===== src/rtl/ps2_pkg.sv =====
// Shared constants, state encodings and the ignored-code classifier
// for the PS/2 scan-code tracker.
package ps2_pkg;

  localparam logic [7:0] PS2_EXT = 8'hE0;
  localparam logic [7:0] PS2_BRK = 8'hF0;

  typedef enum logic [1:0] {IDLE, EXT, BRK} parse_state_t;
  typedef enum logic [1:0] {FETCH, POP, GAP} fetch_state_t;

  // BAT, ACK, echo and error bytes carry no key information.
  function automatic logic is_ignored(input logic [7:0] b);
    case (b)
      8'h00, 8'hAA, 8'hEE, 8'hFA,
      8'hFC, 8'hFD, 8'hFE, 8'hFF: is_ignored = 1'b1;
      default:                    is_ignored = 1'b0;
    endcase
  endfunction

endpackage


===== src/rtl/ps2_code_parser.sv =====
// Prefix FSM: folds E0/F0 prefixes into a single event that is flagged
// combinationally in the same cycle as the byte that completes it.
module ps2_code_parser
  import ps2_pkg::*;
(
  input  logic       clk,
  input  logic       clrn,
  input  logic       i_strobe,
  input  logic [7:0] i_byte,
  output logic       o_ev_valid,
  output logic [7:0] o_ev_code,
  output logic       o_ev_ext,
  output logic       o_ev_break
);

  parse_state_t r_state;
  logic         r_ext;
  logic         w_plain;

  assign w_plain = !is_ignored(i_byte) && (i_byte != PS2_EXT) && (i_byte != PS2_BRK);

  always_comb begin
    o_ev_valid = i_strobe && w_plain;
    o_ev_code  = i_byte;
    o_ev_ext   = r_ext;
    o_ev_break = (r_state == BRK);
  end

  // Any completed event or ignored byte drops back to IDLE with ext cleared.
  always_ff @(posedge clk or negedge clrn) begin
    if (!clrn) begin
      r_state <= IDLE;
      r_ext   <= 1'b0;
    end else if (i_strobe) begin
      case (r_state)
        IDLE: begin
          if (i_byte == PS2_EXT) begin
            r_ext   <= 1'b1;
            r_state <= EXT;
          end else if (i_byte == PS2_BRK) begin
            r_state <= BRK;
          end
        end
        EXT: begin
          if (i_byte == PS2_BRK) begin
            r_state <= BRK;
          end else if (i_byte != PS2_EXT) begin
            r_ext   <= 1'b0;
            r_state <= IDLE;
          end
        end
        BRK: begin
          if ((i_byte != PS2_BRK) && (i_byte != PS2_EXT)) begin
            r_ext   <= 1'b0;
            r_state <= IDLE;
          end
        end
        default: begin
          r_ext   <= 1'b0;
          r_state <= IDLE;
        end
      endcase
    end
  end

endmodule


===== src/rtl/ps2_key_tracker.sv =====
// Pops bytes from the ps2_keyboard FIFO, turns them into key events and
// tracks held key, press count and a history of new presses.
module ps2_key_tracker
  import ps2_pkg::*;
#(
  parameter int DEPTH = 3,
  parameter int CNT_W = 8
) (
  input  logic               clk,
  input  logic               clrn,
  input  logic               ready,
  input  logic [7:0]         data,
  input  logic               overflow,
  output logic               nextdata_n,
  output logic               ev_valid,
  output logic [7:0]         ev_code,
  output logic               ev_ext,
  output logic               ev_break,
  output logic               ev_repeat,
  output logic               key_down,
  output logic [7:0]         key_code,
  output logic               key_ext,
  output logic [CNT_W-1:0]   press_count,
  output logic [DEPTH*9-1:0] hist,
  output logic               lost
);

  localparam logic [CNT_W-1:0] CNT_ONE = 1;

  fetch_state_t       r_fetch;
  logic               r_nextdata_n;
  logic               r_ev_valid, r_ev_ext, r_ev_break, r_ev_repeat;
  logic [7:0]         r_ev_code;
  logic               r_key_down, r_key_ext;
  logic [7:0]         r_key_code;
  logic [CNT_W-1:0]   r_press_count;
  logic [DEPTH*9-1:0] r_hist;
  logic               r_lost;

  logic               w_strobe;
  logic               w_ev_valid, w_ev_ext, w_ev_break;
  logic [7:0]         w_ev_code;
  logic [8:0]         w_key;
  logic               w_same;
  logic [DEPTH*9-1:0] w_hist_next;

  // The FIFO head is consumed on the FETCH edge; the pop strobe follows.
  assign w_strobe = (r_fetch == FETCH) && ready;

  ps2_code_parser u_parser (
    .clk        (clk),
    .clrn       (clrn),
    .i_strobe   (w_strobe),
    .i_byte     (data),
    .o_ev_valid (w_ev_valid),
    .o_ev_code  (w_ev_code),
    .o_ev_ext   (w_ev_ext),
    .o_ev_break (w_ev_break)
  );

  assign w_key  = {w_ev_ext, w_ev_code};
  assign w_same = (w_key == {r_key_ext, r_key_code});

  always_comb begin
    w_hist_next      = r_hist << 9;
    w_hist_next[8:0] = w_key;
  end

  always_ff @(posedge clk or negedge clrn) begin
    if (!clrn) begin
      r_fetch      <= FETCH;
      r_nextdata_n <= 1'b1;
    end else begin
      case (r_fetch)
        FETCH: if (ready) begin
          r_fetch      <= POP;
          r_nextdata_n <= 1'b0;
        end
        POP: begin
          r_fetch      <= GAP;
          r_nextdata_n <= 1'b1;
        end
        default: begin
          r_fetch      <= FETCH;
          r_nextdata_n <= 1'b1;
        end
      endcase
    end
  end

  // A make of the already-held key is a typematic repeat and leaves state alone.
  always_ff @(posedge clk or negedge clrn) begin
    if (!clrn) begin
      r_ev_valid    <= 1'b0;
      r_ev_code     <= 8'h00;
      r_ev_ext      <= 1'b0;
      r_ev_break    <= 1'b0;
      r_ev_repeat   <= 1'b0;
      r_key_down    <= 1'b0;
      r_key_code    <= 8'h00;
      r_key_ext     <= 1'b0;
      r_press_count <= '0;
      r_hist        <= '0;
      r_lost        <= 1'b0;
    end else begin
      r_ev_valid <= w_ev_valid;
      if (overflow) r_lost <= 1'b1;
      if (w_ev_valid) begin
        r_ev_code  <= w_ev_code;
        r_ev_ext   <= w_ev_ext;
        r_ev_break <= w_ev_break;
        if (w_ev_break) begin
          r_ev_repeat <= 1'b0;
          if (w_same) r_key_down <= 1'b0;
        end else if (r_key_down && w_same) begin
          r_ev_repeat <= 1'b1;
        end else begin
          r_ev_repeat   <= 1'b0;
          r_key_down    <= 1'b1;
          r_key_code    <= w_ev_code;
          r_key_ext     <= w_ev_ext;
          r_press_count <= r_press_count + CNT_ONE;
          r_hist        <= w_hist_next;
        end
      end
    end
  end

  assign nextdata_n  = r_nextdata_n;
  assign ev_valid    = r_ev_valid;
  assign ev_code     = r_ev_code;
  assign ev_ext      = r_ev_ext;
  assign ev_break    = r_ev_break;
  assign ev_repeat   = r_ev_repeat;
  assign key_down    = r_key_down;
  assign key_code    = r_key_code;
  assign key_ext     = r_key_ext;
  assign press_count = r_press_count;
  assign hist        = r_hist;
  assign lost        = r_lost;

endmodule


===== config.mk =====
export PLATFORM = sky130hd
export DESIGN_NAME = ps2_key_tracker
export DESIGN_NICKNAME = d
export VERILOG_FILES = /design/src/rtl/ps2_pkg.sv /design/src/rtl/ps2_code_parser.sv /design/src/rtl/ps2_key_tracker.sv
export SDC_FILE = /design/constraint.sdc
export NUM_CORES = 1
export LEC_CHECK = 0
export ABC_AREA = 1
export CAP_MARGIN = 20
export CORE_MARGIN = 4
export CORE_UTILIZATION = 45
export DETAILED_ROUTE_END_ITERATION = 10
export GPL_TIMING_DRIVEN = 0
export PLACE_DENSITY = 0.81
export SLEW_MARGIN = 0
export SYNTH_ARGS = -nofsm -noshare
export SYNTH_HDL_FRONTEND = slang
export SYNTH_SLANG_ARGS = --single-unit

===== constraint.sdc =====
create_clock -name clk -period 2 [get_ports clk]
set_input_delay 0.5 -clock clk [delete_from_list [all_inputs] [get_ports clk]]
set_output_delay 0.5 -clock clk [all_outputs]
set_load 0.01 [all_outputs]

==> results of run 1 <==
-- critical path, stage by stage, from the launching register on --
cell	delay, ns
dfrtp_1	0.46
buf_4	0.14
clkdlybuf4s50_1	0.52
-- worst min-delay path by stage --
stage	slack (ns)	to
final	0.09	press_count[1]$_DFFE_PN0P_
after global routing	0.11	press_count[2]$_DFFE_PN0P_
after CTS	0.1	press_count[2]$_DFFE_PN0P_
after floorplan	0.20	ev_break$_DFFE_PN0P_
after detailed placement	0.44	press_count[2]$_DFFE_PN0P_
after global placement	0.41	r_fetch[1]$_DFFE_PN0P_
-- power by group --
part / total (mW) / internal [mW] / switching [mW]
registers: 1.84 / 1.49 / 0.350
clock network: 0.718 / 0.366 / 0.352
logic: 2.11 / 1.17 / 0.940
total: 4.66 / 3.02 / 1.64
-- area by class of cell --
class	count	area [um2]	area share, %
inverter	22	82.6	2.26
buffer	21	154	4.22
clock inverter	2	37.5	1.03
clock buffer	5	68.8	1.89
tap	75	93.8	2.57
sequential	55	1380	37.8
timing repair buffer	72	714	19.6
multi-input combinational	239	1120	30.6
-- metal layers --
layer	global-route usage (%)	up-vias	part of all wire [%]
li1	-	1197	-
met1	23.3	1154	41
met2	31.6	80	51
met3	4.13	17	5.8
met4	8.63	0	2.2
met5	0	-	0
-- cell families (layout without fill, tap and decap cells) --
logic type	Yosys count	count (layout)	synth area share, %
AOI/OAI and AO/OA	14	14	2.58
and+or+nand+nor	211	211	33.5
xor gates and xnor gates	13	13	4.19
DFF	55	55	50.6
adders and majority gates	1	1	0.460
buffers and inverters	43	122	8.60
-- flip-flops by register name, summed over array words and instances, names as in the netlist, 2 cells and up --
name,cells
key_code,7
r_fetch,2
u_parser.r_state,2
ev_code,8
press_count,8
hist,20
-- timing repair --
item	CTS	global route
pin swaps	2	0
gates resized for setup	8	4
setup buffers	3	0
hold buffers	0	0
hold endpoints to repair	0	0
endpoints found under the setup margin	41	48
-- cells in the final DEF, fill, tap and decap left out --
master	instances
or2_2	1
inv_2	3
nor2_8	1
nor2_4	1
nand3_1	41
inv_1	19
nand2_2	1
buf_12	1
buf_6	3
nor2_2	4
o21ai_0	4
a21oi_1	1
nand4_1	2
clkdlybuf4s50_1	61
dfstp_2	1
ha_1	1
clkbuf_2	2
nand3_4	2
xnor2_1	10
bufinv_16	1
dfrtp_1	52
clkinvlp_4	1
nand2_1	131
buf_4	15
xor2_1	3
clkbuf_8	5
dlymetal6s2s_1	1
buf_2	5
nand2_4	1
nor2_1	26
o21ai_1	9
dfrtp_2	2
dlygate4sd2_1	5
==> impl_metrics.yaml, run 1 <==
route:
  routed_wirelength_mm: 6.40
  ant_nets: 0
  vias_per_cell: 4.99
  wire_per_inst_um: 13.0
  vias: 2448
  firstDrtPassIters: 4
  route.detailed.drc: 0
  drt_iter0_drc: 134
floorplanning:
  dieArea_mm2: 0.00735
  coreArea_mm2: 0.00589
  die_w_um: 85.7
  dieHeight_um: 85.7
  start_util_pct: 46.2
  fp-row-count: 28
  io_pins: 71
synthesis:
  syn_avg_cell_area_um2: 8.07
  syn_nets: 350
  synth_seq_cells: 55
  synth.most_common_cell: "nand2_1"
  synth_common_cells: "nand2_1 (131), dfrtp_1 (54), nand3_1 (41)"
  yosys.area.top_type: "dfrtp_1"
  netlist_area_mm2: 0.00272
  ys_warn_count: 0
  synth-edff-count: 0
  ys.flop_type: "dfrtp_1"
  synthArstFlopShare_pct: 100
  synth_top_area_share_pct: 49.7
  ys_seq_area_share_pct: 50.6
  postSynthCellCount: 337
  ys_top_cells_by_area: "dfrtp_1 (50%), nand2_1 (18%), nand3_1 (7.5%)"
  synth_cell_type_count: 26
finish:
  n_antenna_cell: 0
  nets: 429
  syn_to_final_growth_pct: 34.2
  final-instance-count-excl-fill: 491
  drive_above_1_share_pct: 12.0
  design_area_mm2: 0.00365
  fill_cells: 495
  final_util_pct: 62.0
placed_design:
  port_buffers: 68
  globalplace.congestion: 0.800
  dp_slack_ns: -0.466
  post_dp_cell_area_mm2: 0.00351
  place_inst: 481
  hpwl_mm: 4.95
critical_path:
  crit_fanout: 5
  end_kind: "primary output"
  rrSetupSlack_ns: 0.30
  worst-setup-path-type: "register to primary output"
  reg2reg_to: "key_code[3]$_DFFE_PN0P_"
  endpoint: "key_code[5]"
  critPathLaunch: "key_code[5]$_DFFE_PN0P_"
  critPathArrivalTime_ns: 1.43
  reg2reg_depth: 10
  startpoint_type: "register"
  crit_required_ns: 1.50
  r2r_start: "r_fetch[1]$_DFFE_PN0P_"
sta:
  fin_ws_ns: 0.0681
  hold_slack_ns: 0.0941
  setup_viol: 0
  fmax_mhz: 518
  grt_setup_unrepaired: "false"
  period_minus_slack_ns: 1.93
  hold_viol_final: 0
  tns_ns: 0
  max_slew.worst_pin.slew_ns: 0.453
  slew_headroom_pct: 69.7
  slew_violations: 0
  finalCritPeriodShare_pct: 96.6
  skew_ns: 0.00877
run_status:
  status: "completed"
run:
  drv_cap: 0
clocking:
  clock_sinks: 55
  clkTransAtPathRegs_ns: 0.10
  cts_tree: "yes"
  cts_root_buf: "clkbuf_8"
  cts_buffers: 5
  htreeDepth: 2
  clock_latency_ns: 0.31
  cts_buffer_depth: 2
grt:
  grt_pass1_wl_mm: 11.1
  grt_use_total_pct: 18.9
  grt_max_degree: 42
  grt_pass1_vias: 2430
  antenna_found_initial: 0
  gr-total-overflow: 0
min_path:
  hp-class: "primary input to async pin"
power_and_ir_drop:
  vdd_ir_drop_max_mv: 0.645
  total_power_mw: 4.66
  power_density_mw_per_mm2: 1280
  power.leakage_nw: 1.83
No activity file was read; power rests on OpenSTA's default activity.
==> run 2: changes to the inputs <==
- clock period: 2 -> 2.4 ns (I/O delays scaled with it)
==> run 2 against run 1 <==
Via count down 0.33%. Core utilization down 0.49 points. Combinational power down 18%. Largest cell class unchanged.
==> impl_metrics.yaml, run 2 (synthesis gave the netlist of run 1 again) <==
run_status:
  status: "completed"
critical_path:
  startpoint_type: "primary input"
  critPathArrivalTime_ns: 2.49
  worst-setup-path-type: "primary input to register"
  end_kind: "register"
  crit_required_ns: 2.64
  crit_fanout: 10
power_and_ir_drop:
  vdd_ir_drop_max_mv: 0.531
  power_density_mw_per_mm2: 1070
  total_power_mw: 3.87
  power.leakage_nw: 1.81
run:
  drv_cap: 0
sta:
  grt_setup_unrepaired: "false"
  finalCritPeriodShare_pct: 93.8
  hold_viol_final: 0
  slew_headroom_pct: 70.5
  max_slew.worst_pin.slew_ns: 0.441
  skew_ns: 0.00639
  period_minus_slack_ns: 2.25
  fmax_mhz: 444
  setup_viol: 0
  hold_slack_ns: 0.197
  slew_violations: 0
clocking:
  cts_buffers: 5
  cts_root_buf: "clkbuf_8"
  clkTransAtPathRegs_ns: 0.10
  holdBufCountCts: 0
  cts_buffer_depth: 2
  post_cts_buffers: 0
  clock_sinks: 55
  htreeDepth: 2
  cts_tree: "yes"
  clock_latency_ns: 0.30
placed_design:
  post_dp_cell_area_mm2: 0.00351
  port_buffers: 68
  globalplace.congestion: 0.800
  hpwl_mm: 4.95
finish:
  design_area_mm2: 0.00362
  nets: 426
  drive_above_1_share_pct: 10.7
  final_cell_mix: "nand2_1 (131), clkdlybuf4s50_1 (66), dfrtp_1 (54)"
  n_antenna_cell: 0
  syn_to_final_growth_pct: 33.1
  final_common_cell: "nand2_1"
  largest_reg_flops: 20
grt:
  grt_pass1_wl_mm: 11.0
  grt_use_total_pct: 18.6
  grt_max_degree: 42
  grt_use_met2_pct: 31.5
  met3_usage_pct: 3.65
  grt_pass1_vias: 2355
  grt_util_met1_pct: 23.2
  gr-total-overflow: 0
  busiest_layer: "met2"
  antenna_found_initial: 0
min_path:
  hp-class: "primary input to async pin"
floorplanning:
  coreArea_mm2: 0.00589
  dieArea_mm2: 0.00735
  dieHeight_um: 85.7
  io_pins: 71
  die_w_um: 85.7
  start_util_pct: 46.2
  fp-row-count: 28
route:
  vias: 2440
  routed_wirelength_mm: 6.33
  firstDrtPassIters: 4
  vias_per_cell: 5.00
  wire_per_inst_um: 13.0
  route.detailed.drc: 0
  drt_iter0_drc: 142
  ant_nets: 0
-- run 2: changes by cell type in the layout (fill, tap and decap cells not counted), sizes merged --
cell and delta:
buf -3, clkdlybuf4s50 +5, dlygate4sd2 -5
-- run 2: layer usage --
layer  vias up  part of all wire, %  wire length, um
li1       1194                    -                -
met1      1154                   42             2640
met5         -                    0                0
met2        76                   50             3180
met3        16                  5.7              358
met4         0                  2.3              143
-- run 2: cell type report --
cell class	instances	area [um2]
repair buffers	69	698
clock inverters	2	37.5
flip-flops and latches	55	1380
inverters	22	82.6
well taps	75	93.8
fillers	493	2260
clock buffers	5	68.8
plain buffers	21	154
multi-input cells	239	1110
-- run 2: where the power goes --
| group | switching (mW) | internal [mW] |
|---|---|---|
| logic | 0.774 | 0.968 |
| clock network | 0.293 | 0.305 |
| registers | 0.292 | 1.24 |
| total | 1.36 | 2.51 |
-- run 2: critical path, cell delays in order --
cell and delay [ns]:
clkdlybuf4s50_1 0.62, nor2_1 0.12, nand2_2 0.11, inv_2 0.05
nand2_1 0.08, nand2_1 0.08, nor2_2 0.14, nand2_4 0.14
nor2_8 0.19, buf_6 0.16, nand3_1 0.09, nand2_1 0.10
-- run 2: per-stage QoR --
step / cells / util [%] / setup TNS, ns / setup slack [ns]
2_1_floorplan: 337 / - / 0 / 0.587
3_3_place_gp: 480 / 59.4 / -51.60 / -0.891
3_5_place_dp: 481 / 59.6 / -4.16 / -0.166
4_1_cts: 488 / 61.4 / 0 / 0.152
5_1_grt: 488 / 61.5 / 0 / 0.0190
6_report: 488 / 61.5 / 0 / 0.149
-- run 2: final timing paths --
check	startpoint	end	slack, ns	depth (start not counted)
worst max-delay path	data[3]	key_code[3]$_DFFE_PN0P_	0.15	12
worst min-delay path	clrn	press_count[1]$_DFFE_PN0P_	0.20	1
worst max register to register	r_fetch[1]$_DFFE_PN0P_	key_code[3]$_DFFE_PN0P_	0.62	10
worst min register to register	r_fetch[1]$_DFFE_PN0P_	r_fetch[1]$_DFFE_PN0P_	0.45	1
max in group asynchronous	clrn	ev_break$_DFFE_PN0P_	1.66	2
min in group clk	r_fetch[1]$_DFFE_PN0P_	r_fetch[1]$_DFFE_PN0P_	0.45	1
-- run 2: what timing repair did --
item	CTS	global route
gates resized for setup	0	5
setup endpoints to repair	0	19
hold endpoints to repair	0	0
